==> src/rtl/hdp_spi_responder.sv <==
// HDP configuration SPI slave: oversampled SEN/SCK/SDAT, 16-bit R/W frames, register subset with mode dwell.
// Frame decode runs entirely on i_clock; read data shifts out on SCK falling edges, writes commit on the 16th rise.
module hdp_spi_responder #(
   parameter logic [7:0] HW_ID          = 8'h20,
   parameter int         STANDBY_CYCLES = 960000,
   parameter int         SYNC_STAGES    = 2
) (
   input  logic        i_clock,
   input  logic        i_reset,
   input  logic        i_sen,
   input  logic        i_sck,
   input  logic        i_sdat,
   output logic        o_sout,
   output logic [1:0]  o_mode,
   output logic [15:0] o_serialRow,
   output logic [15:0] o_returnRow,
   output logic [15:0] o_currentRow,
   output logic [7:0]  o_clockMhz,
   output logic        o_wrStrobe,
   output logic [6:0]  o_wrAddress,
   output logic        o_frameError,
   output logic        o_modeViolation
);

   localparam int DW_RAW = $clog2(STANDBY_CYCLES + 1);
   localparam int DW     = (DW_RAW > 20) ? DW_RAW : 20;
   localparam logic [DW-1:0] STANDBY_MAX = DW'(STANDBY_CYCLES);

   typedef enum logic [2:0] {S_IDLE, S_ADDR, S_READ, S_WRITE, S_DONE} state_t;

   logic [SYNC_STAGES-1:0] r_sen_sync, r_sck_sync, r_sdat_sync;
   logic                   r_sen_d, r_sck_d;
   state_t                 r_state, w_next;
   logic [3:0]             r_bit_cnt;
   logic [6:0]             r_shift;
   logic [6:0]             r_addr;
   logic [7:0]             r_tx;
   logic                   r_sout;
   logic [1:0]             r_mode;
   logic [7:0]             r_row_msb, r_row_lsb, r_clock;
   logic [15:0]            r_return_row, r_current_row;
   logic                   r_wr_strobe, r_frame_err, r_mode_viol;
   logic [6:0]             r_wr_addr;
   logic [DW-1:0]          r_dwell;

   logic       w_sen, w_sck, w_sdat;
   logic       w_sen_fall, w_sen_rise, w_sck_rise, w_sck_fall;
   logic [7:0] w_shift_nxt;
   logic [7:0] w_rd_data;
   logic       w_in_frame, w_shift_en, w_commit, w_abort, w_load_tx, w_sout_en;

   // SEN synchroniser resets low, so a frame can only start after SEN is seen high first.
   always_ff @(posedge i_clock or posedge i_reset) begin
      if (i_reset) begin
         r_sen_sync  <= '0;
         r_sck_sync  <= '0;
         r_sdat_sync <= '0;
         r_sen_d     <= 1'b0;
         r_sck_d     <= 1'b0;
      end else begin
         r_sen_sync  <= {r_sen_sync[SYNC_STAGES-2:0], i_sen};
         r_sck_sync  <= {r_sck_sync[SYNC_STAGES-2:0], i_sck};
         r_sdat_sync <= {r_sdat_sync[SYNC_STAGES-2:0], i_sdat};
         r_sen_d     <= w_sen;
         r_sck_d     <= w_sck;
      end
   end

   assign w_sen       = r_sen_sync[SYNC_STAGES-1];
   assign w_sck       = r_sck_sync[SYNC_STAGES-1];
   assign w_sdat      = r_sdat_sync[SYNC_STAGES-1];
   assign w_sen_fall  = r_sen_d & ~w_sen;
   assign w_sen_rise  = ~r_sen_d & w_sen;
   assign w_sck_rise  = ~r_sck_d & w_sck;
   assign w_sck_fall  = r_sck_d & ~w_sck;
   assign w_shift_nxt = {r_shift, w_sdat};

   always_ff @(posedge i_clock or posedge i_reset) begin
      if (i_reset) r_state <= S_IDLE;
      else         r_state <= w_next;
   end

   always_comb begin
      w_next = r_state;
      case (r_state)
         S_IDLE:  if (w_sen_fall) w_next = S_ADDR;
         S_ADDR: begin
            if (w_sen_rise)                              w_next = S_IDLE;
            else if (w_sck_rise && r_bit_cnt == 4'd7)    w_next = w_shift_nxt[7] ? S_READ : S_WRITE;
         end
         S_READ, S_WRITE: begin
            if (w_sen_rise)                              w_next = S_IDLE;
            else if (w_sck_rise && r_bit_cnt == 4'd15)   w_next = S_DONE;
         end
         S_DONE:  if (w_sen_rise) w_next = S_IDLE;
         default: w_next = S_IDLE;
      endcase
   end

   always_comb begin
      w_in_frame = (r_state == S_ADDR) || (r_state == S_READ) || (r_state == S_WRITE);
      w_abort    = w_in_frame && w_sen_rise;
      w_shift_en = w_in_frame && w_sck_rise && !w_sen_rise;
      w_load_tx  = (r_state == S_ADDR) && w_shift_en && (r_bit_cnt == 4'd7) && w_shift_nxt[7];
      w_commit   = (r_state == S_WRITE) && w_shift_en && (r_bit_cnt == 4'd15);
      w_sout_en  = (r_state == S_READ);
   end

   always_comb begin
      case (w_shift_nxt[6:0])
         7'h78:   w_rd_data = HW_ID;
         7'h01:   w_rd_data = {6'b0, r_mode};
         7'h06:   w_rd_data = r_row_msb;
         7'h07:   w_rd_data = r_row_lsb;
         7'h09:   w_rd_data = r_clock;
         default: w_rd_data = 8'h00;
      endcase
   end

   always_ff @(posedge i_clock or posedge i_reset) begin
      if (i_reset) begin
         r_bit_cnt <= '0;
         r_shift   <= '0;
         r_addr    <= '0;
         r_tx      <= '0;
         r_sout    <= 1'b0;
      end else begin
         if (r_state == S_IDLE)  r_bit_cnt <= '0;
         else if (w_shift_en)    r_bit_cnt <= r_bit_cnt + 4'd1;
         if (w_shift_en)         r_shift   <= w_shift_nxt[6:0];
         if ((r_state == S_ADDR) && w_shift_en && (r_bit_cnt == 4'd7))
            r_addr <= w_shift_nxt[6:0];
         if (w_load_tx) begin
            r_tx   <= w_rd_data;
            r_sout <= 1'b0;
         end else if ((r_state == S_READ) && w_sck_fall) begin
            r_sout <= r_tx[7];
            r_tx   <= {r_tx[6:0], 1'b0};
         end
      end
   end

   // Register file, row commands and mode-transition policy; one commit per frame at most.
   always_ff @(posedge i_clock or posedge i_reset) begin
      if (i_reset) begin
         r_mode        <= '0;
         r_row_msb     <= '0;
         r_row_lsb     <= '0;
         r_clock       <= '0;
         r_return_row  <= '0;
         r_current_row <= '0;
         r_wr_strobe   <= 1'b0;
         r_wr_addr     <= '0;
         r_frame_err   <= 1'b0;
         r_mode_viol   <= 1'b0;
         r_dwell       <= '0;
      end else begin
         r_wr_strobe <= w_commit;
         r_frame_err <= w_abort;
         r_mode_viol <= 1'b0;

         if (r_mode != 2'd1)             r_dwell <= '0;
         else if (r_dwell < STANDBY_MAX) r_dwell <= r_dwell + DW'(1);

         if (w_commit) begin
            r_wr_addr <= r_addr;
            case (r_addr)
               7'h06: r_row_msb <= w_shift_nxt;
               7'h07: r_row_lsb <= w_shift_nxt;
               7'h09: r_clock   <= w_shift_nxt;
               7'h08: begin
                  if (w_shift_nxt == 8'h30)      r_return_row  <= {r_row_msb, r_row_lsb};
                  else if (w_shift_nxt == 8'h40) r_current_row <= {r_row_msb, r_row_lsb};
               end
               7'h01: begin
                  if (w_shift_nxt == 8'd0) begin
                     r_mode <= 2'd0;
                  end else if (w_shift_nxt == 8'd1) begin
                     r_mode  <= 2'd1;
                     r_dwell <= '0;
                  end else if (w_shift_nxt == 8'd2 && r_mode == 2'd1 && r_dwell >= STANDBY_MAX) begin
                     r_mode <= 2'd2;
                  end else begin
                     r_mode_viol <= 1'b1;
                  end
               end
               default: ;
            endcase
         end
      end
   end

   assign o_sout          = r_sout & w_sout_en;
   assign o_mode          = r_mode;
   assign o_serialRow     = {r_row_msb, r_row_lsb};
   assign o_returnRow     = r_return_row;
   assign o_currentRow    = r_current_row;
   assign o_clockMhz      = r_clock;
   assign o_wrStrobe      = r_wr_strobe;
   assign o_wrAddress     = r_wr_addr;
   assign o_frameError    = r_frame_err;
   assign o_modeViolation = r_mode_viol;

endmodule

==> config.mk <==
export PLATFORM = sky130hd
export DESIGN_NAME = hdp_spi_responder
export DESIGN_NICKNAME = d
export VERILOG_FILES = /design/src/rtl/hdp_spi_responder.sv
export SDC_FILE = /design/constraint.sdc
export NUM_CORES = 1
export LEC_CHECK = 0
export ABC_AREA = 1
export CORE_AREA = 2 2 119 98
export DETAILED_ROUTE_END_ITERATION = 12
export DIE_AREA = 0 0 121 100
export PLACE_DENSITY = 0.77
export SYNTH_ARGS = -nofsm -noshare
export SYNTH_HDL_FRONTEND = slang
export SYNTH_SLANG_ARGS = --single-unit
==> constraint.sdc <==
create_clock -name i_clock -period 5.9 [get_ports i_clock]
set_clock_uncertainty 0.05 [all_clocks]
set_input_delay 1.18 -clock i_clock [delete_from_list [all_inputs] [get_ports i_clock]]
set_output_delay 1.18 -clock i_clock [all_outputs]
set_load 0.02 [all_outputs]
# --- Word level (Yosys, flattened, before mapping) ---
# Index checks and enable logic that the tools add are counted.
word_totals:
  regBits: 126
  out_inout_bits: 69
classes:
  addsub: 2
  magnitude_cmp: 2
  n_eq_ne: 26
  mux: 29
  n_bitwise: 10
  n_reduce_logical: 29
op_table:
  columns: ["op", "count"]
  rows:
  - ["20-bit two-way mux", 6]
  - ["8-bit one-hot mux with 5 select lines", 1]
  - ["7-bit by 3-bit equality test with 1-bit output (second input constant)", 4]
  - ["7-bit by 4-bit equality test with 1-bit output (second input constant)", 3]
  - ["20-bit by 1-bit adder with 20-bit output (second input constant)", 1]
  - ["20-bit greater-or-equal comparator (second input constant)", 1]
  - ["20-bit less-than comparator (second input constant)", 1]
  - ["3-bit two-way mux", 6]
  - ["8-bit two-way mux", 2]
  - ["7-bit by 1-bit equality test with 1-bit output (second input constant)", 2]
  - ["1-bit logical AND", 13]
  - ["3-bit one-hot mux with 4 select lines", 1]
  - ["8-bit by 1-bit equality test with 1-bit output (second input constant)", 1]
  - ["8-bit by 2-bit equality test with 1-bit output (second input constant)", 1]
  - ["8-bit by 6-bit equality test with 1-bit output (second input constant)", 1]
  - ["8-bit by 7-bit equality test with 1-bit output (second input constant)", 1]
  - ["8-bit zero test", 1]
  - ["1-bit two-way mux", 8]
  - ["4-bit two-way mux", 2]
  - ["4-bit AND reduction", 2]
  - ["7-bit equality test (second input constant)", 1]
  - ["3-bit by 2-bit equality test with 1-bit output (second input constant)", 2]
  - ["2-bit two-way mux", 3]
  - ["3-bit != test (second input constant)", 2]
  - ["other kinds (18)", 32]

# --- Logic depth before layout (Yosys ltp) ---
# Gate-level depths: netlist (run 1).
logic_depth:
  depth_word: 9
  depth_mapped: 11

# --- Worst setup path before layout (run 1) ---
# Ideal clock, no wire load.
synth_timing:
  path_kind: "flip-flop to output port"
  from: "reg r_state[2]"
  to: "out o_sout"
  t_arrival_ns: 1.041
  required_time_ns: 4.670
  slack_ns: 3.629
  stages_incl_launch_ff: 4
  path_buffers: 0
  cell_sequence: "dfrtp_1 > inv_2 > nand2_2 > nor3_1"
synth_between:
  elab_chain_len: 2
synth_lines:
  columns: ["element", "line_no", "text"]
  rows:
  - ["start: declaration", "33", "state_t r_state, w_next;"]
  - ["start signal: assignment", "80", "else r_state <= w_next;"]
  - ["3-bit by 2-bit equality test with 1-bit output", "106", "w_sout_en = (r_state == S_READ);"]
  - ["1-bit AND", "193", "assign o_sout = r_sout & w_sout_en;"]
  - ["end: declaration", "13", "output logic o_sout,"]
# Every way passes these cells.

# --- Worst setup path in the final report (run 1) ---
# Same ends and word-level chain as after synthesis.

==> results.toml, run 1 <==
[run_status]
outcome = "completed"

[clocking]
cts-root-buf = "clkbuf_16"
clock_sinks = 126
cts_resized = 0
clkTransAtPathRegs_ns = 0.05
clk_latency_ns = 0.42
htree_levels = 4
cts_hold_buf = 0
cts_tree = "built"
numCtsBuffers = 17
cts_setup_buffers = 0
clk_path_buf_depth = 2

[pwr]
p_per_area_nw_per_um2 = 288
internal_power_uw = 1500
power_uw = 2070
p_sw_frac = 0.277
clockPowerShare = 0.453
p_sw_uw = 573
p_leak_uw = 0.00314
worst_ir_drop_vdd_mv = 0.237
seqPwrFrac = 0.444
pwr-share-comb = 0.103

[global_route]
antenna_found_initial = 0
overflow = 0
grt_pass1_vias = 4601
grt.total_usage = 0.238
grt_max_degree = 64
grt_pass1_wl_um = 22700

[synthesis]
ys_seq_elements = 126
yosys_warnings = 0
synthSimpleGateAreaFrac = 0.276
synthXorXnorAreaFrac = 0.0120
syn-instance-count = 700
synth_compound_area_frac = 0.101
syn-num-nets = 708
postSynthAreaPerCell_sq_um = 8.32
yosys-mux-area-fraction = 0
synth_adder_area_share = 0.00645
syn-cell-area_sq_um = 5820
synth_top_family_by_area = "simple AND/OR/NAND/NOR gates"
synth_cell_types = 38
ys_seq_area_frac = 0.542

[sta]
maxSlewHeadroom = 0.214
timing.final.crit_share = 0.520
slew_viol_final = 0
setup_slack_ns = 2.83
whs_ns = 0.297
hold_viol_final = 0
fin_setup_tns_ns = 0
worst_slew_pin_slew_ns = 1.17
setup_viol = 0
fmax_mhz = 326
fin_crit_ns = 3.07
rsz0062_at_grt = "false"

[setup_path]
r2r_start = "r_shift[4]$_DFFE_PP0N_"
path_class = "flip-flop to output port"
reg2reg_depth = 10
crit_family = "buffers and inverters"
cp-endpoint = "o_sout"
path_buf_inv = 2
path_depth = 4
cpPeakStageDelay_ns = 0.64
start_kind = "flip-flop"
critPathLaunch = "r_state[2]$_DFFE_PP0P_"
regToRegEndpoint = "r_dwell[13]$_DFF_PP0_"
cpMaxStageDelayCell = "clkdlybuf4s50_1"
r2r_slack_ns = 3.12
cp.required_ns = 4.67
worstPathCellList = "inv_2 > nand2_2 > nor3_1 > clkdlybuf4s50_1"
endpoint_kind = "output port"
critPathArrivalTime_ns = 1.84
path_max_fanout = 6

[floorplan]
initial_core_util = 0.525
num_io_pins = 74
core.rowCount = 35
dieArea_sq_um = 12100
core_sq_um = 11100
die_w_um = 121
die_h_um = 100

[final_layout]
num_antenna_cells = 0
finalNetCount = 783
syn_to_final_growth_pct = 23.4
stdcell_count = 936
n_fill_cell = 908
drive_gt1_frac = 0.0888

[placed_design]
dp_hpwl_um = 9560
pre_cts_ws_ns = 3.20
dp.cells = 904
gp_congestion = 1.01
portBuffers = 73

[routing]
firstDrtPassIters = 8
avgViaCountPerCell = 5.29
vias = 4952
drtIter0Drc = 386
wl_um = 13400
antenna_left = 0
drc = 0
wl_per_cell_um = 14.3

[run]
maxCapViolCount = 0

[hold_path]
hold_class = "flip-flop to flip-flop"
## how the worst min path moves through the flow
stage,slack (ns),endpoint,depth (start not counted),start
floorplan,0.28,r_sck_sync[1]$_DFF_PP0_,0,r_sck_sync[0]$_DFF_PP0_
global placement,0.28,r_sen_sync[1]$_DFF_PP0_,0,r_sen_sync[0]$_DFF_PP0_
detailed placement,0.29,r_sdat_sync[1]$_DFF_PP0_,0,r_sdat_sync[0]$_DFF_PP0_
CTS,0.30,r_sdat_sync[1]$_DFF_PP0_,0,r_sdat_sync[0]$_DFF_PP0_
global route,0.31,r_sck_sync[1]$_DFF_PP0_,0,r_sck_sync[0]$_DFF_PP0_
finish,0.30,r_sdat_sync[1]$_DFF_PP0_,0,r_sdat_sync[0]$_DFF_PP0_
## power groups by stage
| stage | combinational (uW) | sequential (uW) | clock [uW] |
|---|---|---|---|
| final | 213 | 919 | 939 |
| after global routing | 237 | 923 | 994 |
| after CTS | 212 | 918 | 955 |
| after detailed placement | 211 | 933 | 0 |
| after global placement | 202 | 931 | 0 |
| after floorplan | 164 | 928 | 0 |
## worst reg2reg max path, stage by stage (launching register included)
cell and delay (ns):
dfrtp_1 0.41, inv_1 0.18, nand2_1 0.12, nor2_1 0.90, nand2_1 0.18, nor2_1 0.17, nand3_1 0.13, nand2_2 0.28
inv_2 0.12, nand2_1 0.08, nor2_1 0.04
## logic make-up after synthesis
family	Yosys count
compound gates	109
buf+inv	86
xor+xnor	8
fa+ha+maj	3
simple gates	368
flops	126
## synthesized netlist by cell type, drive strengths merged
| master | instances | area share |
|---|---|---|
| dfrtp | 126 | 0.54 |
| or2 | 1 | 0.0011 |
| o21ai | 93 | 0.085 |
| clkbuf | 4 | 0.0026 |
| clkinv | 2 | 0.0015 |
| a21o | 1 | 0.0013 |
| a21oi | 12 | 0.010 |
| nand3b | 4 | 0.0052 |
| nand2 | 214 | 0.14 |
| nor4 | 2 | 0.0021 |
| buf | 15 | 0.017 |
| nand3 | 55 | 0.053 |
| o211ai | 1 | 0.0013 |
| o22ai | 1 | 0.0011 |
| a31o | 1 | 0.0015 |
| ha | 3 | 0.0064 |
| nor3 | 14 | 0.013 |
| xnor2 | 1 | 0.0015 |
| nand4 | 4 | 0.0069 |
| nor3b | 1 | 0.0013 |
| inv | 65 | 0.042 |
| nor2 | 73 | 0.054 |
| xor2 | 7 | 0.011 |
## through the flow
stage | utilization | instance area, sq um
2_1_floorplan | - | 5820
3_3_place_gp | 0.599 | 6640
3_5_place_dp | 0.599 | 6640
4_1_cts | 0.648 | 7180
5_1_grt | 0.648 | 7180
6_report | 0.648 | 7180
## metal layers
metal / global-route usage / vias up / part of all wire
met5: 0 / - / 0
met4: 0.112 / 0 / 0.022
met3: 0.0494 / 32 / 0.069
met2: 0.360 / 207 / 0.45
met1: 0.331 / 2303 / 0.46
li1: - / 2410 / -
## cell type report
type | count | area (sq um) | area share
Clock buffer | 20 | 457 | 0.0636
Clock inverter | 12 | 87.6 | 0.0122
Timing Repair Buffer | 75 | 746 | 0.104
Multi-Input combinational cell | 488 | 2300 | 0.320
Tap cell | 148 | 185 | 0.0258
Sequential cell | 126 | 3150 | 0.439
Inverter | 67 | 255 | 0.0355
## cells in the final DEF, fill, tap and decap left out, types with 3 or more instances in the layout
master	n
nor2_2	6
xor2_1	7
dfrtp_1	126
nand3b_1	4
a21oi_1	12
o21ai_1	58
o21ai_2	8
nand3_1	50
nor2_1	65
nand2_1	209
inv_2	6
nand2_2	5
o21ai_0	27
clkinv_2	4
clkbuf_16	17
ha_1	3
clkinvlp_4	5
nor3_1	13
nand4_1	3
nand3_2	4
clkdlybuf4s50_1	73
inv_1	58
## flip-flops by register name (all words and copies together), names as in the netlist, 2 cells and up
| register | flops |
|---|---|
| r_tx | 8 |
| o_mode | 2 |
| r_sen_sync | 2 |
| r_row_msb | 8 |
| r_dwell | 20 |
| r_bit_cnt | 4 |
| o_clockMhz | 8 |
| r_sdat_sync | 2 |
| o_currentRow | 16 |
| r_state | 3 |
| r_addr | 7 |
| o_wrAddress | 7 |
| r_shift | 7 |
| r_row_lsb | 8 |
| o_returnRow | 16 |
| r_sck_sync | 2 |
Power figures use the tool's default switching activity.
==> run 2: changes to the inputs <==
==> constraint.sdc (replaced) <==
create_clock -name i_clock -period 3 [get_ports i_clock]
set_clock_uncertainty 0.05 [all_clocks]
set_input_delay 0.6 -clock i_clock [delete_from_list [all_inputs] [get_ports i_clock]]
set_output_delay 0.6 -clock i_clock [all_outputs]
set_load 0.02 [all_outputs]
==> run 2 against run 1 <==
  * Combinational power is 100% higher
  * Final area grew 1.7%
  * Cell count rose by 0.11%
  * Non-clock buffer count up 1
  * Clock power up 140%
  * First-iteration DRC count increased by 16%
  * Setup slack got worse by 2.4 ns
  * Die area unchanged
  * Sequential share of layout area fell by 0.71 points
  * Largest power group unchanged
==> results.toml, run 2 (same netlist as run 1, synthesis figures left out) <==
[run_status]
outcome = "completed"

[final_layout]
drive_gt1_frac = 0.0913
syn_to_final_growth_pct = 25.5
layout.cells.most_common = "nand2_1"
layout_common_cells = "209 x nand2_1, 126 x dfrtp_1, 73 x clkdlybuf4s50_1"
finalNetCount = 784
stdcell_count = 937
largest_register = "r_dwell"
postLayoutCellArea_sq_um = 7300
largest_reg_flops = 20
num_antenna_cells = 0

[setup_path]
cpPeakStageDelay_ns = 0.66
path_class = "flip-flop to output port"
start_kind = "flip-flop"
cpMaxStageDelayCell = "clkdlybuf4s50_1"
r2r_slack_ns = 0.73
r2r_start = "r_addr[6]$_DFFE_PP0P_"
cp.required_ns = 2.35
critPathArrivalTime_ns = 1.93
reg2reg_depth = 6
critPathLaunch = "r_state[2]$_DFFE_PP0P_"
regToRegEndpoint = "o_returnRow[5]$_DFFE_PP0P_"
path_buf_inv = 2
endpoint_kind = "output port"
crit_family = "buffers and inverters"
worstPathCellList = "inv_2 > nand2_2 > nor3_1 > clkdlybuf4s50_1"
path_max_fanout = 6
path_depth = 4
cp-endpoint = "o_sout"

[clocking]
clkTransAtPathRegs_ns = 0.06
clk_latency_ns = 0.41
cts_hold_buf = 0
cts_tree = "built"
cts-root-buf = "clkbuf_16"
numCtsBuffers = 17
htree_levels = 4
clock_sinks = 126
cts_resized = 0
clk_path_buf_depth = 2
cts_setup_buffers = 0

[routing]
drc = 0
antenna_left = 0
wl_um = 13800
drtIter0Drc = 447
avgViaCountPerCell = 5.33
wl_per_cell_um = 14.7
firstDrtPassIters = 5
vias = 4996

[run]
maxCapViolCount = 0

[placed_design]
portBuffers = 73
dpl_cell_area_sq_um = 6660
dp.cells = 905
gp_congestion = 0.928
dp_hpwl_um = 9410

[sta]
whs_ns = 0.297
hold_viol_final = 0
fmax_mhz = 387
slew_viol_final = 0
timing.final.crit_share = 0.860
worst_slew_pin_slew_ns = 0.722
maxSlewHeadroom = 0.519
rsz0062_at_grt = "false"
setup_viol = 0
fin_crit_ns = 2.58
fin_setup_tns_ns = 0

[floorplan]
die_w_um = 121
die_h_um = 100
core.rowCount = 35
core_sq_um = 11100
initial_core_util = 0.525
num_io_pins = 74
dieArea_sq_um = 12100

[hold_path]
hold_class = "flip-flop to flip-flop"

[global_route]
overflow = 0
grt_max_degree = 127
grt.total_usage = 0.241
antenna_found_initial = 0
grt_pass1_wl_um = 22900
grt_pass1_vias = 4697

[pwr]
worst_ir_drop_vdd_mv = 0.447
p_per_area_nw_per_um2 = 612
power_uw = 4470
p_leak_uw = 0.00320
run 2: cell types whose count changed in the layout (fill, tap and decap cells not counted):
cell        change
buf_12          +1
inv_6           +4
clkinvlp_4      -3
inv_4           -1
clkbuf_1        -1
clkbuf_8        -1
clkinv_2        -2
bufinv_16       +4
run 2: final cells by class:
class | instances | area (sq um)
fillers | 861 | 3780
flip-flops and latches | 126 | 3150
well taps | 148 | 185
inverters | 67 | 256
clock inverters | 14 | 203
clock buffers | 18 | 439
multi-input cells | 488 | 2300
repair buffers | 76 | 766
run 2: routing by layer:
layer,vias up,GRT usage,wire length (um)
li1,2413,-,-
met5,-,0,0
met1,2360,0.321,6030
met3,23,0.0545,864
met4,0,0.0725,189
met2,200,0.399,6690
run 2: worst min-delay path by stage:
stage	start	to	slack, ns	cells after the start
finish	r_sck_sync[0]$_DFF_PP0_	r_sck_sync[1]$_DFF_PP0_	0.30	0
CTS	r_sck_sync[0]$_DFF_PP0_	r_sck_sync[1]$_DFF_PP0_	0.30	0
floorplan	r_sck_sync[0]$_DFF_PP0_	r_sck_sync[1]$_DFF_PP0_	0.28	0
detailed placement	r_sck_sync[0]$_DFF_PP0_	r_sck_sync[1]$_DFF_PP0_	0.28	0
global placement	r_sdat_sync[0]$_DFF_PP0_	r_sdat_sync[1]$_DFF_PP0_	0.28	0
global route	r_sck_sync[0]$_DFF_PP0_	r_sck_sync[1]$_DFF_PP0_	0.31	0
run 2: stage by stage:
| step | utilization | worst slack (ns) |
|---|---|---|
| detailed placement | 0.601 | 0.775 |
| floorplan | - | 0.797 |
| finish | 0.659 | 0.419 |
| global route | 0.659 | 0.323 |
| CTS | 0.659 | 0.414 |
| global placement | 0.601 | 0.849 |
run 2: power by group:
part	total (uW)	internal, uW	switching, uW
clock network	2220	1430	794
registers	1810	1750	57.4
logic	436	108	329
total	4470	3290	1180
==> run 3: changes to the inputs <==
--- a/config.mk
+++ b/config.mk
@@ -6,6 +6,7 @@
 export NUM_CORES = 1
 export LEC_CHECK = 0
 export ABC_AREA = 1
+export ABC_CLOCK_PERIOD_IN_PS = 2900
 export CORE_AREA = 2 2 119 98
 export DETAILED_ROUTE_END_ITERATION = 12
 export DIE_AREA = 0 0 121 100
==> constraint.sdc (replaced) <==
create_clock -name i_clock -period 2.9 [get_ports i_clock]
set_clock_uncertainty 0.05 [all_clocks]
set_input_delay 0.58 -clock i_clock [delete_from_list [all_inputs] [get_ports i_clock]]
set_output_delay 0.58 -clock i_clock [all_outputs]
set_load 0.02 [all_outputs]
==> run 3 against run 2 <==
  * Setup slack worse by 0.077 ns
  * Power shrank 1.3%
  * Critical path depth stayed put
  * Clock-buffer cell count increased by 1
  * Sequential cell count stayed put
  * Non-clock buffer count grew 2
  * Die area did not move
  * Combinational power grew 3%
  * Clock power shrank 6%
  * Critical path type unchanged
  * Highest routed layer unchanged
==> results.toml, run 3 (same netlist as run 1, synthesis figures left out) <==
[routing]
drc = 0
antenna_left = 0
drtIter0Drc = 396
wl_per_cell_um = 14.4
firstDrtPassIters = 5
avgViaCountPerCell = 5.29
vias = 4960
wl_um = 13500

[final_layout]
postLayoutCellArea_sq_um = 7270
largest_reg_flops = 20
stdcell_count = 938
num_antenna_cells = 0
drive_gt1_frac = 0.0924
layout.cells.most_common = "nand2_1"
largest_register = "r_dwell"
n_fill_cell = 880
finalNetCount = 786
layout_common_cells = "209 x nand2_1, 126 x dfrtp_1, 73 x clkdlybuf4s50_1"
syn_to_final_growth_pct = 24.9

[floorplan]
die_h_um = 100
core_sq_um = 11100
initial_core_util = 0.525
dieArea_sq_um = 12100
num_io_pins = 74
die_w_um = 121
core.rowCount = 35

[placed_design]
gp_congestion = 0.902
portBuffers = 73
dp.cells = 907
dp_hpwl_um = 9490
dpl_cell_area_sq_um = 6680

[global_route]
antenna_found_initial = 0
grt_pass1_wl_um = 22800
overflow = 0
grt_max_degree = 127
grt_pass1_vias = 4828
grt.total_usage = 0.242

[hold_path]
hold_depth = 0
hold_class = "flip-flop to flip-flop"

[sta]
maxSlewHeadroom = 0.532
worst_slew_pin_slew_ns = 0.702
fin_crit_ns = 2.56
rsz0062_at_grt = "false"
setup_viol = 0
slew_viol_final = 0
timing.final.crit_share = 0.882
fin_setup_tns_ns = 0
hold_viol_final = 0
fmax_mhz = 391
whs_ns = 0.300

[setup_path]
cpMaxStageDelayCell = "clkdlybuf4s50_1"
reg2reg_depth = 12
critPathArrivalTime_ns = 1.93
critPathLaunch = "r_state[2]$_DFFE_PP0P_"
path_depth = 4
endpoint_kind = "output port"
crit_family = "buffers and inverters"
regToRegEndpoint = "r_tx[3]$_DFFE_PP0P_"
path_class = "flip-flop to output port"
path_buf_inv = 2
start_kind = "flip-flop"
r2r_slack_ns = 0.65
cp-endpoint = "o_sout"
r2r_start = "r_bit_cnt[0]$_DFFE_PP0P_"
cpPeakStageDelay_ns = 0.66
cp.required_ns = 2.27
worstPathCellList = "inv_2 > nand2_2 > nor3_1 > clkdlybuf4s50_1"
path_max_fanout = 6

[run_status]
outcome = "completed"

[run]
maxCapViolCount = 0

[pwr]
worst_ir_drop_vdd_mv = 0.404
power_uw = 4410
p_per_area_nw_per_um2 = 607
p_leak_uw = 0.00318

[clocking]
clk_latency_ns = 0.42
cts_hold_buf = 0
cts_resized = 0
htree_levels = 4
clkTransAtPathRegs_ns = 0.05
cts_setup_buffers = 0
clk_path_buf_depth = 2
cts-root-buf = "clkbuf_16"
clock_sinks = 126
cts_tree = "built"
numCtsBuffers = 17
-- run 3: worst reg2reg max path: stages, from the launching register on --
cell and delay (ns):
dfrtp_1 0.39, ha_1 0.22, nand2_1 0.11, nor2_1 0.06
nand3_1 0.09, nor2_2 0.03, buf_4 0.18, nand2_1 0.30
inv_2 0.12, nor2_2 0.31, inv_2 0.13, nand2_1 0.10
nand2_1 0.05
-- run 3: metal layers --
metal,track usage,part of all wire,up-vias,wire length (um)
li1,-,-,2416,-
met1,0.326,0.44,2319,5970
met2,0.377,0.47,199,6350
met3,0.0585,0.070,26,943
met4,0.106,0.018,0,246
met5,0,0,-,0
-- run 3: cell type report --
class / instances / area (sq um) / area share
Sequential cell: 126 / 3150 / 0.434
Multi-Input combinational cell: 488 / 2300 / 0.317
Timing Repair Buffer: 78 / 781 / 0.107
Clock buffer: 19 / 453 / 0.0623
Inverter: 67 / 256 / 0.0353
Tap cell: 148 / 185 / 0.0255
Clock inverter: 12 / 139 / 0.0191
-- run 3: how the worst min path moves through the flow --
stage | startpoint | endpoint | slack [ns]
2_1_floorplan | r_sck_sync[0]$_DFF_PP0_ | r_sck_sync[1]$_DFF_PP0_ | 0.28
3_3_place_gp | r_sdat_sync[0]$_DFF_PP0_ | r_sdat_sync[1]$_DFF_PP0_ | 0.28
3_5_place_dp | r_sdat_sync[0]$_DFF_PP0_ | r_sdat_sync[1]$_DFF_PP0_ | 0.29
4_1_cts | r_sdat_sync[0]$_DFF_PP0_ | r_sdat_sync[1]$_DFF_PP0_ | 0.30
5_1_grt | r_sdat_sync[0]$_DFF_PP0_ | r_sdat_sync[1]$_DFF_PP0_ | 0.30
6_report | r_sdat_sync[0]$_DFF_PP0_ | r_sdat_sync[1]$_DFF_PP0_ | 0.30
-- run 3: per-stage QoR --
step                      worst slack [ns]   util
after floorplan                      0.717      -
after global placement               0.778  0.603
after detailed placement             0.672  0.603
after CTS                            0.338  0.656
after global routing                 0.233  0.656
final                                0.342  0.656
-- run 3: power breakdown --
| part | switching, uW | leakage (uW) | total (uW) | internal (uW) |
|---|---|---|---|---|
| logic | 335 | 0.00116 | 447 | 111 |
| registers | 59.8 | 0.00174 | 1870 | 1810 |
| clock network | 783 | 0.000278 | 2090 | 1310 |
